<file path="src/rtl/top_pkg.sv">
// Shared types and codes for the framed-word link endpoint.
package top_pkg;
  localparam logic [1:0]  TYPE_SOF      = 2'b01;
  localparam logic [1:0]  TYPE_BODY     = 2'b00;
  localparam logic [1:0]  TYPE_EOF      = 2'b10;
  localparam logic [1:0]  CTRL_IDLE     = 2'b11;
  localparam logic [31:0] DEF_IDLE_WORD = 32'hBCBCBCBC;

  typedef enum logic {RX_IDLE, RX_IN_FRAME} rx_state_e;

  typedef struct packed {
    logic [1:0]  ctrl;
    logic [31:0] data;
  } lane_word_t;
endpackage

</file>
<file path="src/rtl/link_fifo.sv">
// Synchronous FIFO; a full FIFO accepts a write in the same edge as a read.
module link_fifo #(
  parameter int W     = 34,
  parameter int DEPTH = 16
) (
  input  logic         clk,
  input  logic         rst,
  input  logic         wr_en,
  input  logic [W-1:0] wr_data,
  input  logic         rd_en,
  output logic [W-1:0] rd_data,
  output logic         full,
  output logic         empty
);
  localparam int AW = $clog2(DEPTH);

  logic [AW:0]  wptr, rptr;
  logic [W-1:0] mem [DEPTH];
  logic         do_rd, do_wr;

  assign empty   = (wptr == rptr);
  assign full    = (wptr[AW] != rptr[AW]) && (wptr[AW-1:0] == rptr[AW-1:0]);
  assign do_rd   = rd_en & ~empty;
  assign do_wr   = wr_en & (~full | do_rd);
  assign rd_data = mem[rptr[AW-1:0]];

  always_ff @(posedge clk) begin
    if (rst) begin
      wptr <= '0;
      rptr <= '0;
    end else begin
      if (do_wr) wptr <= wptr + 1'b1;
      if (do_rd) rptr <= rptr + 1'b1;
    end
  end

  always_ff @(posedge clk) begin
    if (do_wr) mem[wptr[AW-1:0]] <= wr_data;
  end
endmodule

</file>
<file path="src/rtl/top.sv">
// Framed-word link endpoint: tx FIFO onto lane, rx lock, delivery and frame check.
// Define INTERNAL_LOOPBACK_EN to feed the receiver from the registered tx lane.
module top
  import top_pkg::*;
#(
  parameter int          FIFO_DEPTH = 16,
  parameter int          LOCK_COUNT = 16,
  parameter logic [31:0] IDLE_WORD  = DEF_IDLE_WORD
) (
  input  logic        write_clk,
  input  logic        rst,
  input  logic        we,
  input  logic [31:0] din,
  input  logic [1:0]  dtin,
  input  logic        link_ready,
  output logic [31:0] tx_data,
  output logic [1:0]  tx_ctrl,
  input  logic [31:0] rx_data,
  input  logic [1:0]  rx_ctrl,
  output logic        rxinit_done,
  output logic [31:0] dout,
  output logic [1:0]  dtout,
  output logic        dvalid,
  output logic        frame_err,
  output logic        overflow,
  output logic [15:0] frame_cnt
);
  localparam int             LW       = $clog2(LOCK_COUNT + 1);
  localparam logic [LW-1:0]  LOCK_MAX = LW'(LOCK_COUNT);

  lane_word_t wr_word, head, rx_w;
  logic       full, empty, pop;
  logic [LW-1:0] lock_cnt;
  rx_state_e  state;

  assign wr_word = '{ctrl: dtin, data: din};
  assign pop     = link_ready & ~empty;

  link_fifo #(.W($bits(lane_word_t)), .DEPTH(FIFO_DEPTH)) u_fifo (
    .clk    (write_clk),
    .rst    (rst),
    .wr_en  (we),
    .wr_data(wr_word),
    .rd_en  (pop),
    .rd_data(head),
    .full   (full),
    .empty  (empty)
  );

`ifdef INTERNAL_LOOPBACK_EN
  assign rx_w = '{ctrl: tx_ctrl, data: tx_data};
`else
  assign rx_w = '{ctrl: rx_ctrl, data: rx_data};
`endif

  always_ff @(posedge write_clk) begin
    if (rst) begin
      tx_data  <= IDLE_WORD;
      tx_ctrl  <= CTRL_IDLE;
      overflow <= 1'b0;
    end else begin
      tx_data <= pop ? head.data : IDLE_WORD;
      tx_ctrl <= pop ? head.ctrl : CTRL_IDLE;
      if (we && full && !pop) overflow <= 1'b1;
    end
  end

  // Once locked the counter no longer matters; rxinit_done is sticky until rst.
  always_ff @(posedge write_clk) begin
    if (rst) begin
      lock_cnt    <= '0;
      rxinit_done <= 1'b0;
    end else begin
      if (lock_cnt == LOCK_MAX) rxinit_done <= 1'b1;
      if (rx_w.ctrl == CTRL_IDLE) begin
        if (lock_cnt != LOCK_MAX) lock_cnt <= lock_cnt + 1'b1;
      end else if (!rxinit_done) begin
        lock_cnt <= '0;
      end
    end
  end

  always_ff @(posedge write_clk) begin
    if (rst) begin
      state     <= RX_IDLE;
      dout      <= '0;
      dtout     <= '0;
      dvalid    <= 1'b0;
      frame_err <= 1'b0;
      frame_cnt <= '0;
    end else begin
      dvalid    <= 1'b0;
      frame_err <= 1'b0;
      if (rxinit_done && rx_w.ctrl != CTRL_IDLE) begin
        dvalid <= 1'b1;
        dout   <= rx_w.data;
        dtout  <= rx_w.ctrl;
        case (state)
          RX_IDLE: begin
            if (rx_w.ctrl == TYPE_SOF) state <= RX_IN_FRAME;
            else                       frame_err <= 1'b1;
          end
          RX_IN_FRAME: begin
            if (rx_w.ctrl == TYPE_SOF) begin
              frame_err <= 1'b1;
            end else if (rx_w.ctrl == TYPE_EOF) begin
              state     <= RX_IDLE;
              frame_cnt <= frame_cnt + 16'd1;
            end
          end
          default: state <= RX_IDLE;
        endcase
      end
    end
  end
endmodule

</file>
<file path="config.mk">
export PLATFORM = sky130hd
export DESIGN_NAME = top
export DESIGN_NICKNAME = d
export VERILOG_FILES = /design/src/rtl/top_pkg.sv /design/src/rtl/link_fifo.sv /design/src/rtl/top.sv
export SDC_FILE = /design/constraint.sdc
export NUM_CORES = 1
export LEC_CHECK = 0
export CAP_MARGIN = 25
export CORE_ASPECT_RATIO = 0.7
export CORE_MARGIN = 2
export CORE_UTILIZATION = 35
export CTS_BUF_LIST = sky130_fd_sc_hd__clkbuf_8 sky130_fd_sc_hd__clkbuf_16
export CTS_CLUSTER_DIAMETER = 120
export DETAILED_ROUTE_END_ITERATION = 6
export PLACE_DENSITY = 0.51
export SLEW_MARGIN = 20
export SYNTH_ARGS = -nofsm -noshare
export SYNTH_HDL_FRONTEND = slang
export SYNTH_SLANG_ARGS = --single-unit
</file>
<file path="constraint.sdc">
create_clock -name write_clk -period 3.58 [get_ports write_clk]
set_input_delay 0.358 -clock write_clk [delete_from_list [all_inputs] [get_ports write_clk]]
set_output_delay 0.358 -clock write_clk [all_outputs]
set_load 0.01 [all_outputs]
</file>
* Word level (Yosys, flattened, before mapping)
Memories as Yosys holds them, arrays and structs flattened. A register that Yosys moved wholly into a read port is not among the register bits.
Index checks and enable logic that the tools add are counted.
** Word-level totals
- RAM bits :: 544
- Logic and storage cells :: 58
- Bits in registers :: 70
- Memories :: 1
** Operators by class
- Bitwise logic cells :: 10
- Reduce and logical (&&, ||, !) cells :: 9
- Add/sub/neg operators :: 4
- Mux-type cells :: 12
- Eq/ne operators :: 11
** Memory list
- u_fifo.mem :: words 16, bits a word 34, read ports 1, clocked after Yosys merged registers in 1, write ports 1, line link_fifo.sv:18 : logic [W-1:0] mem [DEPTH];
** Operators by type and width (number)
- 16-bit by 1-bit adder with 16-bit output, second input constant :: 1
- 5-bit by 1-bit adder with 5-bit output, second input constant :: 3
- 5-bit two-way mux :: 3
- 1-bit two-way mux :: 7
- 1-bit NOT :: 6
- 5-bit equality test :: 1
- 5-bit equality test, second input constant :: 1
- 5-bit != test, second input constant :: 1
- 2-bit equality test, second input constant :: 2
- 4-bit equality test :: 1
- 1-bit logical AND :: 4
- 2-bit by 1-bit != test with 1-bit output, second input constant :: 2
- 1-bit one-hot mux with 2 select lines :: 2
- 4-bit AND reduction :: 1
- 2-bit OR reduction :: 2
- 1-bit bitwise AND :: 3
- 2-bit by 1-bit equality test with 1-bit output, second input constant :: 1
- 2-bit != test, second input constant :: 1
- 2-bit AND reduction :: 1
- 1-bit logical NOT :: 1
- 1-bit != test :: 1
- 1-bit OR :: 1

* Depth between registers and ports, before layout
Gate-level depths: netlist (run 1).
- Depth after elaboration :: 8
- Gate-level depth with buffers :: 8
- Gate-level depth less buffers :: 7

* By module
A second synthesis (run 1) with hierarchy kept.
** Unflattened totals
- Cell total of the unflattened synthesis :: 1203
- Area, all modules :: 24504.8 um^2
** Modules (own cells, without submodules)
- link_fifo :: cells each 840, seq. area each 16615.9 um^2, area each 21175.3 um^2, instances 1
- top :: cells each 363, seq. area each 1881.8 um^2, area each 3329.4 um^2, instances 1

* Worst setup path before layout (run 1)
Ideal clock, no wire load.
- Kind :: flip-flop to flip-flop
- Start :: register u_fifo.rptr[0]
- End :: register u_fifo.wptr[4]
- Cell stages (with the launch flop) :: 7
- Library setup time :: 0.123 ns
- Buffers on the path :: 2
- Path slack :: 0.352 ns
- Arrival time :: 3.105 ns
- Cells stage by stage :: dfxtp_1 buf_2 xnor2_1 and4_1 buf_4 a21oi_1 mux2_2
** Between the ends
- Longest elaborated chain between the ends :: 6
- Elaborated cells between the ends (all ways) :: 9
** RTL lines
- start: declaration :: line link_fifo.sv:17 : logic [AW:0] wptr, rptr;
- start signal: assignment :: line link_fifo.sv:33 : if (do_rd) rptr <= rptr + 1'b1;
- 5-bit equality test :: line link_fifo.sv:21 : assign empty = (wptr == rptr);
- 1-bit NOT :: line link_fifo.sv:23, top.sv:37
- 1-bit bitwise AND :: line top.sv:37 : assign pop = link_ready & ~empty;
- 1-bit bitwise AND :: line link_fifo.sv:23 : assign do_rd = rd_en & ~empty;
- 1-bit OR (*) :: line link_fifo.sv:24 : assign do_wr = wr_en & (~full | do_rd);
- 1-bit bitwise AND (*) :: line link_fifo.sv:24
- end signal: assignment :: line link_fifo.sv:32 : if (do_wr) wptr <= wptr + 1'b1;
- end: declaration :: line link_fifo.sv:17
Mark *: on every way between the ends. The rest lies on a longest branch, timed or not.
A chain may end at the register's enable or synchronous reset.

* Final worst setup path (run 1)
- Start :: register u_fifo.wptr[0]
- End :: memory u_fifo.mem[4][28], enable pin
** Between the ends
- Longest elaborated chain between the ends :: 8
- Elaborated cells between the ends (all ways) :: 11
** RTL lines
- 5-bit equality test :: line link_fifo.sv:21
- 1-bit NOT :: line link_fifo.sv:23, top.sv:37
- 1-bit bitwise AND :: line top.sv:37
- 1-bit bitwise AND :: line link_fifo.sv:23
- 1-bit OR :: line link_fifo.sv:24
- 1-bit bitwise AND :: line link_fifo.sv:24
- 1-bit two-way mux :: line link_fifo.sv:38 : if (do_wr) mem[wptr[AW-1:0]] <= wr_data;
- 1-bit two-way mux (not written as such) :: line link_fifo.sv:38
- end: declaration :: line link_fifo.sv:18
Parallel ways exist; a longest one is shown, timed or not.

==> flow_metrics.tcl, run 1 <==
set metrics [dict create \
    grt_pass1_vias 12733 \
    synth-seq-area-share 0.747 \
    drc 0 \
    grt-ovfl-total 0 \
    cts_resized 0 \
    postCtsHoldBufs 0 \
    dp_hpwl_um 32200 \
    synth_ff_type "edfxtp_1" \
    synthTopCellsByArea "edfxtp_1 (66%), mux4_2 (11%), dfxtp_1 (8.4%), nand2_1 (1.8%), mux4_1 (1.5%)" \
    cp_max_fo 25 \
    period_needed_ns 2.47 \
    slowest_delay_ns 0.46 \
    end_kind "register" \
    die_h_um 226 \
    layout_commonest_cell "edfxtp_1" \
    numClockSinks 648 \
    num_vias 12566 \
    grt_pass1_wl_um 84000 \
    dieArea_um2 72600 \
    async_flop_share 0 \
    wl_per_cell_um 23.0 \
    finalSetupViolations 0 \
    hp-class "in -> reg" \
    reg2reg_slack_ns 1.11 \
    hold_violations 0 \
    postSynthCellCount 1311 \
    cts_htree_levels 3 \
    port_buffers 159 \
    start_kind "register" \
    total_power_w 0.0163 \
    drv_cap 0 \
    synth_warnings 0 \
    ir_drop_mv 0.350 \
    fmax_mhz 404 \
    core_area_um2 69800 \
    syn_avg_cell_area_um2 18.8 \
    drive_gt1_frac 0.189 \
    p_per_area_nw_per_um2 550 \
    yosys.area.top_type "edfxtp_1" \
    place.gp.congestion 0.728 \
    wl_um 56600 \
    insertion_delay_ns 0.61 \
    synth_edf_count 544 \
    cts_tree "yes" \
    cts_root_buffer "clkbuf_16" \
    antenna_found_initial 0 \
    dr.pass1.iters 5 \
    via_per_inst 5.09 \
    post_cts_buffers 0 \
    netlist_area_um2 24700 \
    cellLeakagePower_nw 9.38 \
    drt_iter0_drc 1113 \
    clkTransAtPathRegs_ns 0.06 \
    grt_util_all_layers 0.157 \
    die_w_um 321 \
    antenna_cells 0 \
    io_pins 160 \
    antenna_left 0 \
    final_nets 1584 \
    finClkSkew_ns 0.0165 \
    slew_headroom 0.403 \
    synth_nets 1392 \
    slew_violations 0 \
    area_growth_pct 19.7 \
    cts_buffer_depth 3 \
    cts_buffers 66 \
    status "completed" \
    tns_ns 0 \
    crit_path_cell_trace "xnor2_1, and4_1, a21oi_4, and3_2, buf_4" \
    num_rows 81 \
    mostFrequentLayoutCells "edfxtp_1 (544), clkdlybuf4s50_1 (158), nand2_1 (117)" \
    min_period_over_period 0.691 \
    cp.arrival_ns 2.71 \
    synth.top_cell.area_share 0.663 \
    worstPathRequired_ns 3.82 \
    cp_slowest_cell "dfxtp_1" \
    grt_start_max_net_pins 129 \
    synth-seq-cells 648 \
    final_util 0.423 \
    synth.distinct_cells 52 \
    worst_slew_pin_slew_ns 0.895 \
    rsz0062_at_grt "no" \
    path_class "reg -> reg" \
    start_util 0.353 \
]
[state kept, by name, summed over array words and instances, names as in the netlist, 2 cells and up]
| name | flops |
|---|---|
| tx_ctrl | 2 |
| tx_data | 32 |
| dtout | 2 |
| u_fifo.rptr | 5 |
| dout | 32 |
| frame_cnt | 16 |
| u_fifo.mem | 544 |
| u_fifo.wptr | 5 |
| lock_cnt | 5 |
[logic make-up after synthesis]
group           Yosys count  share of synthesized area
compound gates          134                     0.0370
xor+xnor                 16                    0.00599
fa+ha+maj                 9                    0.00457
buf+inv                  87                     0.0200
flops                   648                      0.747
mux                     170                      0.138
simple gates            247                     0.0480
[path summary, 6_finish.rpt]
path                                     from                          end  depth (start not counted)
setup reg to reg  u_fifo.wptr[0]$_SDFFE_PP0P_  u_fifo.mem[4][28]$_DFFE_PP_                          5
hold / removal                            rst         frame_err$_SDFF_PP0_                          3
hold reg to reg         dtout[1]$_SDFFE_PP0N_        dtout[1]$_SDFFE_PP0N_                          2
setup / recovery  u_fifo.wptr[0]$_SDFFE_PP0P_  u_fifo.mem[4][28]$_DFFE_PP_                          5
[critical path, delay by kind of cell, from the launching register on]
kind	cells	cell delay (ns)
AND/OR/NAND/NOR	2	0.62
flip-flops	1	0.46
buffers and inverters	1	0.44
AO/OA/AOI/OAI	1	0.43
XOR/XNOR	1	0.12
[metrics by stage]
step | hold slack (ns) | setup WS (ns) | cells | cell area [um2]
floorplan | 0.457 | 0.352 | 1311 | 24700
global placement | 0.441 | 0.936 | 2348 | 27400
detailed placement | 0.446 | 0.927 | 2348 | 27400
CTS | 0.248 | 1.08 | 2467 | 29500
global route | 0.284 | 0.961 | 2467 | 29500
finish | 0.287 | 1.11 | 2467 | 29500
[cell usage after synthesis, types with 14 or more instances]
cell type,count
edfxtp_1,544
nand2_1,117
mux4_2,116
dfxtp_1,104
a21oi_1,51
a22oi_1,36
nor2_1,33
mux2i_1,32
buf_2,29
nand3_1,24
clkbuf_1,18
and3_1,17
mux4_1,14
[power by group]
group	internal, W	switching, W
sequential	0.00828	0.0000367
combinational	0.000627	0.000678
clock	0.00373	0.00289
[per-layer routing]
metal,global-route usage,vias up,wire [um]
li1,-,5624,-
met3,0.0322,69,2490
met4,0.0384,0,904
met5,0,-,0
met1,0.233,6614,27500
met2,0.237,259,25800
[area by class of cell]
type | instances | area (um2)
Fill cell | 6138 | 40300
Sequential cell | 648 | 18400
Multi-Input combinational cell | 576 | 5780
Timing Repair Buffer | 197 | 2030
Clock buffer | 71 | 1730
Tap cell | 913 | 1140
Clock inverter | 48 | 348
Inverter | 14 | 52.6
(Power assumes the default switching activity.)
==> run 2, diff against run 1 <==
PLACE_DENSITY = 0.53   (was 0.51)
clock period = 2.05 ns   (was 3.58 ns; I/O delays follow)
==> flow_metrics.tcl, run 2 (synthesized netlist as in run 1, its figures left out) <==
set metrics [dict create \
    status "completed" \
    hold_slack_ns 0.122 \
    clkTransAtPathRegs_ns 0.07 \
    grt_pass1_vias 13223 \
    antenna_left 0 \
    cts_buffers 66 \
    drt_iter0_drc 932 \
    finClkSkew_ns 0.0194 \
    die_w_um 321 \
    worst_slew_pin_slew_ns 0.672 \
    cts_htree_levels 3 \
    insertion_delay_ns 0.60 \
    end_kind "register" \
    fmax_mhz 516 \
    numClockSinks 648 \
    ir_drop_mv 0.545 \
    drv_cap 0 \
    cp_max_fo 25 \
    dr.pass1.iters 5 \
    dieArea_um2 72600 \
    cts_resized 0 \
    cp.arrival_ns 2.41 \
    mostFrequentLayoutCells "edfxtp_1 (544), clkdlybuf4s50_1 (158), nand2_1 (117)" \
    cts_root_buffer "clkbuf_16" \
    antenna_found_initial 0 \
    die_h_um 226 \
    place.gp.congestion 0.744 \
    final_nets 1638 \
    finalSetupViolations 0 \
    antenna_cells 0 \
    start_kind "register" \
    wl_per_cell_um 22.5 \
    largest_register_ffs 544 \
    drive_gt1_frac 0.210 \
    p_per_area_nw_per_um2 939 \
    layout_commonest_cell "edfxtp_1" \
    cts_buffer_depth 3 \
    via_per_inst 5.03 \
    num_vias 12675 \
    grt-ovfl-total 0 \
    num_rows 81 \
    intPower_w 0.0224 \
    slew_violations 0 \
    grt_start_max_net_pins 62 \
    dp_hpwl_um 33500 \
    grt_util_all_layers 0.157 \
    drc 0 \
    swShare 0.216 \
    pwr-share-seq 0.508 \
    period_needed_ns 1.94 \
    core_area_um2 69800 \
    placed_area_um2 28300 \
    min_period_over_period 0.945 \
    design_area_um2 30500 \
    hold_violations 0 \
    post_cts_buffers 0 \
    postCtsHoldBufs 0 \
    port_buffers 159 \
    area_growth_pct 23.5 \
    io_pins 160 \
    cts_tree "yes" \
    grt_pass1_wl_um 84600 \
    rsz0062_at_grt "no" \
    start_util 0.353 \
    worstPathRequired_ns 2.52 \
    p_switching_w 0.00619 \
    slew_headroom 0.551 \
    final_util 0.436 \
    hp-class "in -> reg" \
    path_class "reg -> reg" \
    wl_um 56600 \
    p_comb_frac 0.088 \
    cellLeakagePower_nw 9.83 \
    p_clk_frac 0.404 \
]
-- run 2: critical path, stage by stage (launching register included) --
cell and delay, ns:
dfxtp_4 0.39, buf_16 0.22, buf_16 0.21, mux4_2 0.50, mux2i_1 0.19, nand2_1 0.08
o211a_1 0.18
-- run 2: metal layers --
metal	global-route usage	part of all wire
met5	0	0
met4	0.0421	0.020
met3	0.0319	0.041
met2	0.249	0.47
met1	0.222	0.47
-- run 2: cell type report --
class	instances	area (um2)
clock buffers	76	1830
clock inverters	44	255
fillers	6081	39400
inverters	14	52.6
multi-input cells	576	5800
flip-flops and latches	648	18400
well taps	913	1140
repair buffers	251	2940
-- run 2: metrics by stage --
stage / setup WS, ns / TNS [ns] / cells / total power (W)
2_1_floorplan: -0.168 / -40.03 / 1311 / 0.0163
3_3_place_gp: -0.00845 / -0.00845 / 2402 / 0.0174
3_5_place_dp: 0.0262 / 0 / 2402 / 0.0174
4_1_cts: 0.0171 / 0 / 2522 / 0.0290
5_1_grt: 0.0113 / 0 / 2522 / 0.0297
6_report: 0.113 / 0 / 2522 / 0.0286
-- run 2: worst paths after layout --
kind                                              end  slack, ns                         from  cells past startpoint
worst max-delay path            tx_data[0]$_SDFF_PP0_       0.11  u_fifo.rptr[0]$_SDFFE_PP0P_                      6
worst min-delay path             frame_err$_SDFF_PP0_       0.12                          rst                      4
worst max register to register  tx_data[0]$_SDFF_PP0_       0.11  u_fifo.rptr[0]$_SDFFE_PP0P_                      6
worst min register to register  dout[31]$_SDFFE_PP0N_       0.45        dout[31]$_SDFFE_PP0N_                      2
-- run 2: power groups by stage --
stage / logic (W) / clock network (W) / registers (W)
floorplan: 0.00153 / 0 / 0.0148
global placement: 0.00255 / 0 / 0.0148
detailed placement: 0.00256 / 0 / 0.0148
CTS: 0.00256 / 0.0119 / 0.0145
global route: 0.00273 / 0.0124 / 0.0145
finish: 0.00252 / 0.0115 / 0.0145
